==> src/rtl/pipeline_pkg.sv <==
// rtl/pipeline_pkg.sv - shared widths, control bit map and stage state encoding
package pipeline_pkg;

  localparam int RESULT_W     = 32;
  localparam int REG_DEST_W   = 5;
  localparam int JUMP_ADDR_W  = 11;
  localparam int TRUNK_MODE_W = 3;

  // EX/MEM payload: result + destination register + jump target
  localparam int EXMEM_DATA_W = RESULT_W + REG_DEST_W + JUMP_ADDR_W;

  localparam int CTRL_MEMTOREG = 0;
  localparam int CTRL_REGWRITE = 1;
  localparam int CTRL_MEMREAD  = 2;
  localparam int CTRL_MEMWRITE = 3;
  localparam int CTRL_BRANCH   = 4;
  localparam int CTRL_TRUNK_LO = 5;
  localparam int CTRL_TRUNK_HI = CTRL_TRUNK_LO + TRUNK_MODE_W - 1;
  localparam int CTRL_W        = 8;

  typedef enum logic [1:0] {
    ST_EMPTY = 2'd0,
    ST_ONE   = 2'd1,
    ST_TWO   = 2'd2
  } stage_state_e;

endpackage

==> src/rtl/pipe_entry.sv <==
// rtl/pipe_entry.sv - one valid+ctrl+data holding register with load and clear
module pipe_entry #(
  parameter int DATA_W = 48,
  parameter int CTRL_W = 8
) (
  input  logic              clock,
  input  logic              reset,
  input  logic              clear,
  input  logic              load,
  input  logic [DATA_W-1:0] load_data,
  input  logic [CTRL_W-1:0] load_ctrl,
  output logic              valid,
  output logic [DATA_W-1:0] data,
  output logic [CTRL_W-1:0] ctrl
);

  // clear beats load so a flushed entry never keeps a beat or stale control; data survives clear
  always_ff @(negedge clock) begin
    if (reset) begin
      valid <= 1'b0;
      ctrl  <= '0;
      data  <= '0;
    end else if (clear) begin
      valid <= 1'b0;
      ctrl  <= '0;
    end else if (load) begin
      valid <= 1'b1;
      ctrl  <= load_ctrl;
      data  <= load_data;
    end
  end

endmodule

==> src/rtl/pipe_stage_reg.sv <==
// rtl/pipe_stage_reg.sv - handshaked pipeline stage register with optional skid entry
module pipe_stage_reg
  import pipeline_pkg::*;
#(
  parameter int DATA_W = pipeline_pkg::EXMEM_DATA_W,
  parameter int CTRL_W = pipeline_pkg::CTRL_W,
  parameter int SKID   = 1,
  parameter int CNT_W  = 16
) (
  input  logic              clock,
  input  logic              reset,
  input  logic              flush,
  input  logic              in_valid,
  output logic              in_ready,
  input  logic [DATA_W-1:0] in_data,
  input  logic [CTRL_W-1:0] in_ctrl,
  output logic              out_valid,
  input  logic              out_ready,
  output logic [DATA_W-1:0] out_data,
  output logic [CTRL_W-1:0] out_ctrl,
  output logic [CNT_W-1:0]  stall_count
);

  stage_state_e state, state_next;

  logic              accept, emit;
  logic              main_load, main_clear, main_from_skid;
  logic              skid_load, skid_clear;
  logic              main_valid, skid_valid;
  logic [DATA_W-1:0] main_data, skid_data, main_load_data;
  logic [CTRL_W-1:0] main_ctrl, skid_ctrl, main_load_ctrl;
  logic [CNT_W-1:0]  stall_q;

  assign accept = in_valid && in_ready;
  assign emit   = main_valid && out_ready;

  // state register; all stage state moves on the falling edge like the neighbouring registers
  always_ff @(negedge clock) begin
    if (reset) state <= ST_EMPTY;
    else       state <= state_next;
  end

  // next state: flush empties the stage regardless of any accept or emit at the same edge
  always_comb begin
    state_next = state;
    case (state)
      ST_EMPTY: if (accept) state_next = ST_ONE;
      ST_ONE: begin
        if (accept && !emit && (SKID != 0)) state_next = ST_TWO;
        else if (!accept && emit)           state_next = ST_EMPTY;
      end
      ST_TWO:   if (emit) state_next = ST_ONE;
      default:  state_next = ST_EMPTY;
    endcase
    if (flush) state_next = ST_EMPTY;
  end

  // entry controls: the input goes to main when main is free or draining, else to skid
  always_comb begin
    main_load      = 1'b0;
    main_clear     = flush;
    main_from_skid = 1'b0;
    skid_load      = 1'b0;
    skid_clear     = flush;
    case (state)
      ST_EMPTY: main_load = accept;
      ST_ONE: begin
        if (accept && emit) main_load  = 1'b1;
        else if (accept)    skid_load  = 1'b1;
        else if (emit)      main_clear = 1'b1;
      end
      ST_TWO: begin
        if (emit) begin
          main_load      = 1'b1;
          main_from_skid = skid_valid;
          skid_clear     = 1'b1;
        end
      end
      default: main_clear = 1'b1;
    endcase
  end

  assign main_load_data = main_from_skid ? skid_data : in_data;
  assign main_load_ctrl = main_from_skid ? skid_ctrl : in_ctrl;

  pipe_entry #(.DATA_W(DATA_W), .CTRL_W(CTRL_W)) u_main (
    .clock     (clock),
    .reset     (reset),
    .clear     (main_clear),
    .load      (main_load),
    .load_data (main_load_data),
    .load_ctrl (main_load_ctrl),
    .valid     (main_valid),
    .data      (main_data),
    .ctrl      (main_ctrl)
  );

  generate
    if (SKID != 0) begin : g_skid
      logic ready_q;

      pipe_entry #(.DATA_W(DATA_W), .CTRL_W(CTRL_W)) u_skid (
        .clock     (clock),
        .reset     (reset),
        .clear     (skid_clear),
        .load      (skid_load),
        .load_data (in_data),
        .load_ctrl (in_ctrl),
        .valid     (skid_valid),
        .data      (skid_data),
        .ctrl      (skid_ctrl)
      );

      // ready is registered so upstream never sees a path from out_ready
      always_ff @(negedge clock) begin
        if (reset) ready_q <= 1'b0;
        else       ready_q <= (state_next != ST_TWO);
      end

      assign in_ready = ready_q;
    end else begin : g_pass
      logic live_q;

      assign skid_valid = 1'b0;
      assign skid_data  = '0;
      assign skid_ctrl  = '0;

      // holds ready low through the reset edge, as the registered variant does
      always_ff @(negedge clock) begin
        live_q <= !reset;
      end

      assign in_ready = live_q && (!main_valid || out_ready);
    end
  endgenerate

  // stall counter: counts held-off edges, sticks at all-ones, cleared only by reset
  always_ff @(negedge clock) begin
    if (reset)                                          stall_q <= '0;
    else if (main_valid && !out_ready && stall_q != '1) stall_q <= stall_q + CNT_W'(1);
  end

  assign out_valid   = main_valid;
  assign out_data    = main_data;
  assign out_ctrl    = main_valid ? main_ctrl : '0;
  assign stall_count = stall_q;

endmodule
==> config.mk <==
export PLATFORM = sky130hd
export DESIGN_NAME = pipe_stage_reg
export DESIGN_NICKNAME = d
export VERILOG_FILES = /design/src/rtl/pipeline_pkg.sv /design/src/rtl/pipe_entry.sv /design/src/rtl/pipe_stage_reg.sv
export SDC_FILE = /design/constraint.sdc
export NUM_CORES = 1
export LEC_CHECK = 0
export BUFFER_PORTS_ARGS = -buffer_cell sky130_fd_sc_hd__buf_2
export CORE_UTILIZATION = 56
export CTS_BUF_LIST = sky130_fd_sc_hd__clkbuf_4 sky130_fd_sc_hd__clkbuf_8
export DETAILED_ROUTE_END_ITERATION = 8
export GPL_ROUTABILITY_DRIVEN = 0
export PLACE_DENSITY = 0.84
export REMOVE_ABC_BUFFERS = 1
export SLEW_MARGIN = 15
export SYNTH_ARGS = -nofsm -noshare
export SYNTH_HDL_FRONTEND = slang
export SYNTH_SLANG_ARGS = --single-unit
export TNS_END_PERCENT = 100
==> constraint.sdc <==
create_clock -name clock -period 2.45 [get_ports clock]
set_input_delay 0.245 -clock clock [delete_from_list [all_inputs] [get_ports clock]]
set_output_delay 0.245 -clock clock [all_outputs]
set_load 0.02 [all_outputs]
==> results.md, run 1 <==
* Largest net degree at the start of global routing at 59
* Area contributors post-synth: dfxtp_1 (43%), nand2_1 (6.4%), and3_1 (5.7%)
* # H-tree levels at 4
* Mapped cell area at 6140 sq um
* Clock sinks at ~130
* Count of input and output buffers at 134
* #FFs+latches synth at between 100 and 150
* Cell taking the most area after synthesis: dfxtp_1
* Err: [ERROR GRT-0232] Routing congestion too high. Check the congestion heatmap in the GUI.
* Yosys cell types at 51
* Top FF cell, synth: dfxtp_1
* Ys async rst share at 0%
* Max clock buf depth at 2
* Hold-fix buffers, CTS at 0
* CTS Root Cell: clkbuf_8
* DP HPWL at 10800 microns
* Avg Cell Area, Syn at between 8 and 9 sq um
* Post-synth EDFFs at 0
* I/O Pins at ~140
* CTS Buf Count at 17
* Initial Util at between 50% and 60%
* Total congestion overflow at 2
* Worst_ep grt: out_ctrl[7]
* Global Route Usage Sum at between 70% and 80%
* Gate Count Post-Synth at 699
* Die height at about 110 microns
* Die width at 107 microns
* Cell Rows at 37
* Fail Step: global routing
* Top cell type's share of synthesized area at 43.4%
* Sequential cell area fraction in the yosys report at 43.4%
* Status: aborted with a tool error
* Yosys warns at 0
* Kind of the worst endpoint: top-level output
metal layers:
metal  overflow  GRT usage, %
met1          0          74.9
met2          2          91.8
met3          0          52.0
met4          0          71.6
met5          0          9.05
Yosys cell counts, drive strengths merged, types with 6 or more instances:
| cell | n |
|---|---|
| nand2 | 105 |
| nor2b | 7 |
| mux2i | 9 |
| mux2 | 7 |
| buf | 28 |
| a2111oi | 48 |
| and3 | 56 |
| nor2 | 29 |
| clkbuf | 36 |
| a21oi | 59 |
| nand3 | 8 |
| inv | 52 |
| dfxtp | 133 |
| nor3b | 8 |
| a211oi | 57 |
| nand4 | 6 |
| and2 | 8 |
metrics by stage:
stage | util, % | area, sq um | hold WS (ns) | worst slack [ns] | instances
floorplan | - | 5800 | 0.426 | -2.33 | 635
global placement | 67.9 | 7110 | 0.437 | -0.576 | 946
detailed placement | 67.9 | 7110 | 0.444 | -0.592 | 946
CTS | 85.9 | 8990 | 0.448 | -0.163 | 1124
cell families after synthesis:
group	synth area share (%)
adder cells (fa/ha/maj)	0.204
AO/OA/AOI/OAI	24.5
buffers and inverters	8.64
AND/OR/NAND/NOR	20.5
flip-flops	43.4
multiplexers	2.75
timing repair:
action / 4_1_cts
resized for setup: 173
pin swaps: 34
gates cloned: 7
setup buffers: 9
endpoints found under the setup margin: 85
==> inputs of run 2 (changes only) <==
--- a/config.mk
+++ b/config.mk
@@ -6,11 +6,10 @@
 export NUM_CORES = 1
 export LEC_CHECK = 0
 export BUFFER_PORTS_ARGS = -buffer_cell sky130_fd_sc_hd__buf_2
-export CORE_UTILIZATION = 56
-export CTS_BUF_LIST = sky130_fd_sc_hd__clkbuf_4 sky130_fd_sc_hd__clkbuf_8
+export CORE_UTILIZATION = 40
 export DETAILED_ROUTE_END_ITERATION = 8
 export GPL_ROUTABILITY_DRIVEN = 0
-export PLACE_DENSITY = 0.84
+export PLACE_DENSITY_LB_ADDON = 0.15
 export REMOVE_ABC_BUFFERS = 1
 export SLEW_MARGIN = 15
 export SYNTH_ARGS = -nofsm -noshare
==> run 2 against run 1 <==
Effect of this change: the flow now finishes, with violations (negative setup slack); synthesized area unchanged; synthesized cell count unchanged.
==> results.md, run 2 <==
* Status: complete, but fails checks
* Failing checks: negative setup slack
* Sequential cell area fraction in the yosys report at 43.4% (unchanged)
* Total congestion overflow at 0
* Fin worst setup slack at -0.156 ns
* Gate Count Post-Synth at 699 (unchanged)
* Worst Hold Depth at 2
* Fillers at 1160
* Critical path endpoint: out_ctrl[2]
* Layout cell share with drive strength beyond 1 at a little under two fifths
* Post-Route WL at 21300 microns
* First-pass GRT wire length at about 31000 microns
* Core Region at 14800 sq um
* Cell Rows at 44 (+19%)
* Vias per inst at 5.58
* Worst-skew pair later-pin latency at 0.47 ns
* Top FF cell, synth: dfxtp_1
* Post-Synth XOR/XNOR Area at 0% (unchanged)
* Number of DRC markers in iteration 0 at 372
* Post-synth EDFFs at 0 (unchanged)
* Reg2reg start: u_main.valid
* Total Nets Final at around 1100
* Wirelength per Cell at roughly 18 microns
* Die Area at roughly 16000 sq um
* Crit-path max FO at 10
* Vias in the first global route at 6783
* Actual slew at the worst max-slew pin at 0.732 ns
* Syn-to-layout area delta at 61.9%
* GR peak layer: met2
* R2R setup slack at 0.47 ns
* Most frequent cells in the layout: inv_1 (184), nand2_1 (104), dfxtp_1 (96)
* R2r worst-path depth at 6
* Mapped cell area at 6140 sq um (unchanged)
* Antenna viol nets, final at 0
* CTS tree: yes
* Max clock buf depth at 2 (unchanged)
* Initial antenna violation count at 1
* CTS Root Cell: clkbuf_16
* Max_slew headroom at 50.7%
* I/O Pins at 135 (unchanged)
* Maxcap violations at 0
* Post-synthesis mux area share at 2.75% (unchanged)
* DRC at 0
* Sequential cell area at around 2700 sq um
* Detailed-router iteration count before antenna repair at 5
* Multi-input gate area at between 3000 and 4000 sq um
* Synth Area in Adders at 0.204% (unchanged)
* RSZ-0062 raised after global routing: yes
* Grt met2 use at approximately two fifths
* Critical path class: reg -> out
* Worst min-delay path class: reg -> reg
* Top cell type's share of synthesized area at 43.4% (unchanged)
* Crit path launch: u_main.valid
* LEAKAGE at 4.33 nW
* Largest net degree at the start of global routing at 52
* Core Util, Final at 67.4%
* Avg Cell Area, Syn at 8.78 sq um (unchanged)
* Clock sinks at 133 (unchanged)
* Vias at 6618
* Global Route Usage Sum at 24.9%
* Area contributors post-synth: dfxtp_1 (43%), nand2_1 (6.4%), and3_1 (5.7%)
* Met1 GRT Util at approximately a quarter
* DP HPWL at 11200 microns (+3.7%)
* Critical Path AT at about 2.4 ns
* Pwr dens at between 600 and 700 nW/um^2
* Initial Util at 41.6% (-17 points)
* Ys async rst share at 0% (unchanged)
* Peak supply drop at around 0.53 mV
* Simple-gate share of the synthesized area at 20.5% (unchanged)
* # setup viols final at 18
* Cell taking the most area after synthesis: dfxtp_1
* Synth Area in Compound Gates at 24.5% (unchanged)
* Largest family of logic cells by synthesized area: compound AO/OA/AOI/OAI gates
* CP endpoint kind: output port
* Reg clk slew, reported paths at 0.04 ns
* Critical path startpoint category: flop
* #FFs+latches synth at 133 (unchanged)
* End of the worst register-to-register path: u_main.data[0]
* Yosys cell types at 51 (unchanged)
* DP Worst Slack at -0.644 ns (-0.0521 ns)
* Clk_skew at about 0.025 ns
* Count leader, synth: dfxtp_1
* Post-synth top cells: dfxtp_1 (133), nand2_1 (105), a21oi_1 (59), and3_1 (56), inv_1 (52)
* Yosys warns at 0 (unchanged)
* Count of input and output buffers at 134 (unchanged)
* Max-slew violation count at 0
* Die height at 126 microns (+18%)
* Global-route track usage on met3 at between 10% and 20%
* Worst Path Required at 2.20 ns
* # H-tree levels at 4 (unchanged)
* Commonest non-fill, non-tap cell in the layout: inv_1
* Final hold viol count at 0
* Die width at 126 microns (+18%)
* CTS Buf Count at 17 (unchanged)
-- run 2: cell counts after synthesis --
No cell type changed its count.
-- run 2: layout make-up --
cell class / count / area share, %
multi-input combinational: 450 / 37.7
sequential: 133 / 27.6
timing repair buffer: 203 / 18.9
clock inverter: 148 / 7.24
clock buffer: 17 / 4.28
tap: 184 / 2.32
inverter: 51 / 1.93
antenna: 1 / 0.0252
-- run 2: per-stage QoR --
| stage | hold slack [ns] | setup TNS (ns) | instances | total power, W | instance area [sq um] |
|---|---|---|---|---|---|
| after global placement | 0.437 | -48.01 | 998 | 0.00307 | 7200 |
| after detailed placement | 0.444 | -50.09 | 998 | 0.00308 | 7200 |
| after CTS | 0.447 | -1.50 | 1168 | 0.00661 | 8990 |
| after floorplan | 0.426 | -165.72 | 635 | 0.00282 | 5800 |
| final | 0.445 | -1.43 | 1187 | 0.00664 | 9940 |
| after global routing | 0.463 | -2.03 | 1187 | 0.00707 | 9940 |
-- run 2: worst min path at each step --
stage                                       from                      to  slack (ns)
after floorplan            g_skid.u_skid.data[0]   g_skid.u_skid.data[0]        0.43
after global placement    g_skid.u_skid.data[21]  g_skid.u_skid.data[21]        0.44
after detailed placement   g_skid.u_skid.data[3]   g_skid.u_skid.data[3]        0.44
after CTS                 g_skid.u_skid.data[11]  g_skid.u_skid.data[11]        0.45
after global routing      g_skid.u_skid.data[32]  g_skid.u_skid.data[32]        0.46
final                     g_skid.u_skid.data[32]  g_skid.u_skid.data[32]        0.45
-- run 2: timing repair --
action                     CTS  global route
buffers inserted             2             9
pin swaps                   13            29
hold buffers                 0             0
setup endpoints to repair   83           111
cloned                       4             9
gates resized for setup    132           142
-- run 2: logic make-up after synthesis --
| logic type | after synthesis |
|---|---|
| AND/OR/NAND/NOR | 248 |
| multiplexers | 16 |
| buffers and inverters | 116 |
| AO/OA/AOI/OAI | 185 |
| adder cells (fa/ha/maj) | 1 |
| flip-flops | 133 |
-- run 2: metal layers --
layer | routed length, microns | up-vias | part of all wire, %
li1 | - | 3105 | -
met1 | 8580 | 3213 | 40
met2 | 10700 | 259 | 50
met3 | 1500 | 41 | 7.1
met4 | 452 | 0 | 2.1
met5 | 0 | - | 0
-- run 2: critical path, cell delays in order (launching register included) --
cell and delay (ns):
dfxtp_4 0.37, and2_1 0.18, buf_6 0.13
-- run 2: report_power, final --
| part | switching [W] | internal, W |
|---|---|---|
| clock network | 0.00164 | 0.00211 |
| registers | 0.0000382 | 0.00223 |
| logic | 0.000363 | 0.000272 |
Power figures use the tool's default switching activity.
